### config.mk
export PLATFORM = sky130hd
export DESIGN_NAME = ap_fifo_elastic_stage
export DESIGN_NICKNAME = d
export VERILOG_FILES = /design/src/rtl/ap_fifo_elastic_stage.sv
export SDC_FILE = /design/constraint.sdc
export NUM_CORES = 1
export LEC_CHECK = 0
export BUFFER_PORTS_ARGS = -buffer_cell sky130_fd_sc_hd__buf_2
export CORE_UTILIZATION = 38
export CTS_CLUSTER_DIAMETER = 60
export DETAILED_ROUTE_END_ITERATION = 7
export HOLD_SLACK_MARGIN = 0.12
export PLACE_DENSITY_LB_ADDON = 0.2
export SLEW_MARGIN = 5
export SYNTH_ARGS = -nofsm -noshare
export SYNTH_HDL_FRONTEND = slang
export SYNTH_SLANG_ARGS = --single-unit
### constraint.sdc
create_clock -name ap_clk -period 7.5 [get_ports ap_clk]
set_clock_uncertainty 0.15 [all_clocks]
set_input_delay 0.75 -clock ap_clk [delete_from_list [all_inputs] [get_ports ap_clk]]
set_output_delay 0.75 -clock ap_clk [all_outputs]
set_load 0.03 [all_outputs]
### src/rtl/ap_fifo_elastic_stage.sv
// Elastic FIFO stage between an upstream FWFT source and a downstream write port.
// It also keeps a running beat count and an XOR checksum of everything forwarded.
module ap_fifo_elastic_stage #(
  parameter int unsigned DATA_W = 128,
  parameter int unsigned DEPTH  = 4,
  parameter int unsigned CNT_W  = 32
) (
  input  logic                     ap_clk,
  input  logic                     ap_rst_n,
  input  logic [DATA_W-1:0]        in_dout,
  input  logic                     in_empty_n,
  output logic                     in_read,
  output logic [DATA_W-1:0]        out_din,
  input  logic                     out_full_n,
  output logic                     out_write,
  input  logic                     en,
  input  logic                     cnt_clr,
  output logic [$clog2(DEPTH):0]   level,
  output logic [CNT_W-1:0]         beat_cnt,
  output logic [DATA_W-1:0]        chk
);

  localparam int unsigned PtrW = $clog2(DEPTH);
  localparam int unsigned LvlW = $clog2(DEPTH) + 1;

  logic [1:0]        rst_sync_q;
  logic              run;
  logic [PtrW-1:0]   wr_ptr_q, rd_ptr_q;
  logic [LvlW-1:0]   level_q, level_d;
  logic [DATA_W-1:0] mem_q [DEPTH];
  logic [CNT_W-1:0]  beat_cnt_q, beat_cnt_d;
  logic [DATA_W-1:0] chk_q, chk_d;
  logic              push, pop;

  // Assertion is immediate; release takes two edges so no read lands near the reset edge.
  always_ff @(posedge ap_clk or negedge ap_rst_n) begin
    if (!ap_rst_n) begin
      rst_sync_q <= '0;
    end else begin
      rst_sync_q <= {rst_sync_q[0], 1'b1};
    end
  end

  assign run = rst_sync_q[1];

  always_comb begin
    pop  = run & (level_q != '0) & out_full_n;
    push = run & in_empty_n & en & ((level_q != LvlW'(DEPTH)) | pop);
  end

  assign in_read   = push;
  assign out_write = pop;
  assign out_din   = mem_q[rd_ptr_q];
  assign level     = level_q;
  assign beat_cnt  = beat_cnt_q;
  assign chk       = chk_q;

  always_comb begin
    level_d = level_q;
    unique case ({push, pop})
      2'b10:   level_d = level_q + LvlW'(1);
      2'b01:   level_d = level_q - LvlW'(1);
      default: level_d = level_q;
    endcase
  end

  // Clear wins over a same-cycle increment.
  always_comb begin
    beat_cnt_d = beat_cnt_q;
    chk_d      = chk_q;
    if (cnt_clr) begin
      beat_cnt_d = '0;
      chk_d      = '0;
    end else if (pop) begin
      beat_cnt_d = beat_cnt_q + CNT_W'(1);
      chk_d      = chk_q ^ out_din;
    end
  end

  always_ff @(posedge ap_clk or negedge ap_rst_n) begin
    if (!ap_rst_n) begin
      wr_ptr_q   <= '0;
      rd_ptr_q   <= '0;
      level_q    <= '0;
      beat_cnt_q <= '0;
      chk_q      <= '0;
    end else begin
      if (push) wr_ptr_q <= wr_ptr_q + PtrW'(1);
      if (pop)  rd_ptr_q <= rd_ptr_q + PtrW'(1);
      level_q    <= level_d;
      beat_cnt_q <= beat_cnt_d;
      chk_q      <= chk_d;
    end
  end

  // Storage needs no reset: the level count alone decides what is valid.
  always_ff @(posedge ap_clk) begin
    if (push) mem_q[wr_ptr_q] <= in_dout;
  end

endmodule

==> impl_results.md <==
- F_max: about 250 MHz
- Crit. End Element: output port
- Vias per std cell: between 4 and 5
- Initial antenna violation count: 17
- Clk sink count: just under 700
- Setup Crit Path Kind: reg -> out
- Reg power frac: about two fifths
- Dpl hpwl: between 30 and 40 mm
- Area contributors post-synth: edfxtp_1 59%, dfrtp_1 16%, mux4_2 11%, xor2_1 4.5%, nor2_1 2.1%
- Cell Area, Synth: 25900 um2
- Synthesized Nets: around 1600
- Total Routed Length: 58.5 mm
- Count leader, synth: edfxtp_1
- Num CTS Buffers: 76
- Root Buffer: clkbuf_16
- Critical Path Max Stage Delay: about 840 ps
- Leak Pwr: roughly 12 nW
- Avg Inst Size Synth: 18.2 um2
- Crit path buffers/inverters: 2
- Cell family with most CP delay: buffers and inverters
- Worst hold start: rst_sync_q[0]
- Hold WS: just under 200 ps
- Reg-to-reg endpoint: beat_cnt[22]
- Synth top area share: 59.3%
- Cell count along the critical path: 3
- Switching pwr: 4.04 mW
- Final GP Congestion: just under 0.8
- Sequential Area: slightly below 20000 um2
- PwrDens: 375 nW/um2
- Core ar.: 67300 um2
- Area of the multi-input gates: about 6000 um2
- Layout area overhead: 21.8%
- Post-DR wirelength/cell: 20.7 um
- Switch share: 34.2%
- Vias: around 14000
- Worst Setup EP: out_din[32]
- Crit-path cells: buf_4, mux4_2, buf_2
- H-Tree Depth: 3
- Startpoint types: register
- Synth area leader: edfxtp_1
- Post-synthesis register bit count: 681
- Final ANT Viol Nets: 0
- Clk pwr share: 31.1%
- First-pass GRT wire length: roughly 89 mm
- CP Data Required Time: 6600 ps
- # nets final: between 2000 and 2500
- Clock transition at path regs: 50 ps
- Dominant synthesized flop cell: edfxtp_1
- Async S/R FF share, synth: around a quarter
- Mapped Cells: 1427
- Die width: about 260 um
- Final Hold Fails: 0
- Row count: 95
- RSZ-0062 raised after global routing: no
- Number of remaining DRC errors: 0
- Crit path max fanout: 38
- Internal power: between 7 and 8 mW
- Largest net degree at the start of global routing: 83
- Final instance count without filler cells: 2823
- Post-layout util: a little under half
- Outcome: completed
- PortBufs: ~430
- Post-synth EDFFs: a little over 500
- Pre-CTS setup slack: roughly 3600 ps
- HP Class: reg -> reg
- CTS tree: done
- Filler Cell Count: between 5000 and 6000
- Fraction of layout cells with a size suffix above 1: a little over a third
- Slowest CP cell: dfrtp_4
- Proportion of power drawn by combinational gates: a little under a third
- Die area: 69200 um2
- Number of placed instances, taps included: between 2000 and 3000
- Ratio of final minimum period to clock period: 53.4%
- Ports: 427
- Yosys cell types: 40
- R2R Path Start: rst_sync_q[1]
- DR pass1 iterations: 4
- Vias in the first global route: roughly 14000
- Total negative slack: 0 ps
- Register area share after synthesis: 75.7%
- Die Y-Extent: 263 um
- Flop2flop setup slack: 4070 ps
- Gr usage total: around 17%
- Critical path origin: rd_ptr_q[0]
- Worst R2R Path Depth: 6
- Fin worst setup slack: approximately 3500 ps
- Warnings from Yosys: 0
- Initial DRC count: about 800
- Data arrival time of the critical path: between 3000 and 4000 ps
- VDD IR-drop max: around 220 uV
- Remaining Overflow, GRT: 0
- Initial Utilization: roughly 39%
- Tmin final: 4010 ps
- Endpoints failing setup: 0
- Longest Clk Path Bufs: 3
- Tightest Pin Transition: roughly 1000 ps
- Clock latency on the worst-skew pair: about 600 ps
- Worst slew margin: 33.6%
- Top cells by count, synth: 512 x edfxtp_1, 169 x dfrtp_1, 142 x nor2_1
- Max-slew violations: 0
- Max_cap viols: 0
## worst min-delay path by stage
| stage | endpoint | slack (ps) | cells past startpoint |
|---|---|---|---|
| final | rst_sync_q[1] | 200 | 0 |
| after global routing | mem_q[3][69] | 180 | 1 |
| after CTS | mem_q[0][22] | 160 | 1 |
| after detailed placement | rst_sync_q[1] | 180 | 0 |
| after global placement | rst_sync_q[1] | 190 | 0 |
| after floorplan | rst_sync_q[1] | 180 | 0 |
## flip-flops by register name, indices dropped and copies added (netlist names)
signal,flops
mem_q,512
chk,128
beat_cnt,32
level,3
rd_ptr_q,2
rst_sync_q,2
wr_ptr_q,2
## cell type report
class	instances	area share [%]
flip-flops and latches	681	62.1
multi-input cells	667	19.0
repair buffers	443	7.25
clock buffers	107	6.81
well taps	873	3.46
clock inverters	33	1.14
inverters	11	0.139
diodes	8	0.0634
## through the flow
| step | area (um2) | power [mW] |
|---|---|---|
| detailed placement | 29000 | 8.31 |
| global route | 31600 | 12.4 |
| CTS | 31600 | 12.0 |
| finish | 31600 | 11.8 |
| global placement | 29000 | 8.28 |
| floorplan | 25900 | 7.22 |
## cell usage in the layout, fill, tap and decap left out, types with 3 or more instances in the layout
cell       count
o21ai_0        7
edfxtp_1     512
or3_1          8
clkinv_8       3
a21oi_1       20
buf_4         15
inv_6          4
o31ai_1       13
mux4_2       128
clkinv_2      12
clkinv_1       4
nor2_1       142
nor3_1         3
dfrtp_1      167
diode_2        8
or4_1         15
clkbuf_16     78
nand3_1        7
xor2_1       132
clkbuf_1      20
inv_1         10
nand4_1        9
nand2_1      141
buf_2        424
xnor2_1       11
ha_1           5
and2_4         4
nor4_1         4
clkbuf_8      10
bufinv_16      5
## power groups by stage
stage | Sequential [mW] | Combinational (mW) | Clock (mW)
3_3_place_gp | 4.67 | 3.60 | 0
4_1_cts | 4.61 | 3.64 | 3.78
6_report | 4.61 | 3.55 | 3.68
5_1_grt | 4.65 | 3.78 | 3.94
2_1_floorplan | 4.90 | 2.32 | 0
3_5_place_dp | 4.69 | 3.62 | 0
## repair_timing
item                      in CTS  in global routing
hold endpoints to repair      46                  0
buffers inserted               0                  0
resized for setup              0                  0
hold buffers                   1                  0
## logic make-up after synthesis
family | count (synthesis) | synth area share (%)
DFF | 681 | 75.7
muxes | 130 | 11.2
xor gates and xnor gates | 143 | 4.83
other | 1 | 0.0145
and+or+nand+nor | 342 | 5.68
buffers and inverters | 79 | 1.24
AOI/OAI and AO/OA | 45 | 1.05
adders and majority gates | 6 | 0.319
## routing by layer
| metal | up-vias | part of all wire (%) | track usage [%] |
|---|---|---|---|
| met3 | 101 | 6.0 | 3.96 |
| met4 | 18 | 2.1 | 5.82 |
| met5 | - | 0.18 | 0 |
| met2 | 366 | 50 | 27.8 |
| li1 | 6304 | - | - |
| met1 | 7102 | 41 | 22.2 |
(Power assumes the default switching activity.)
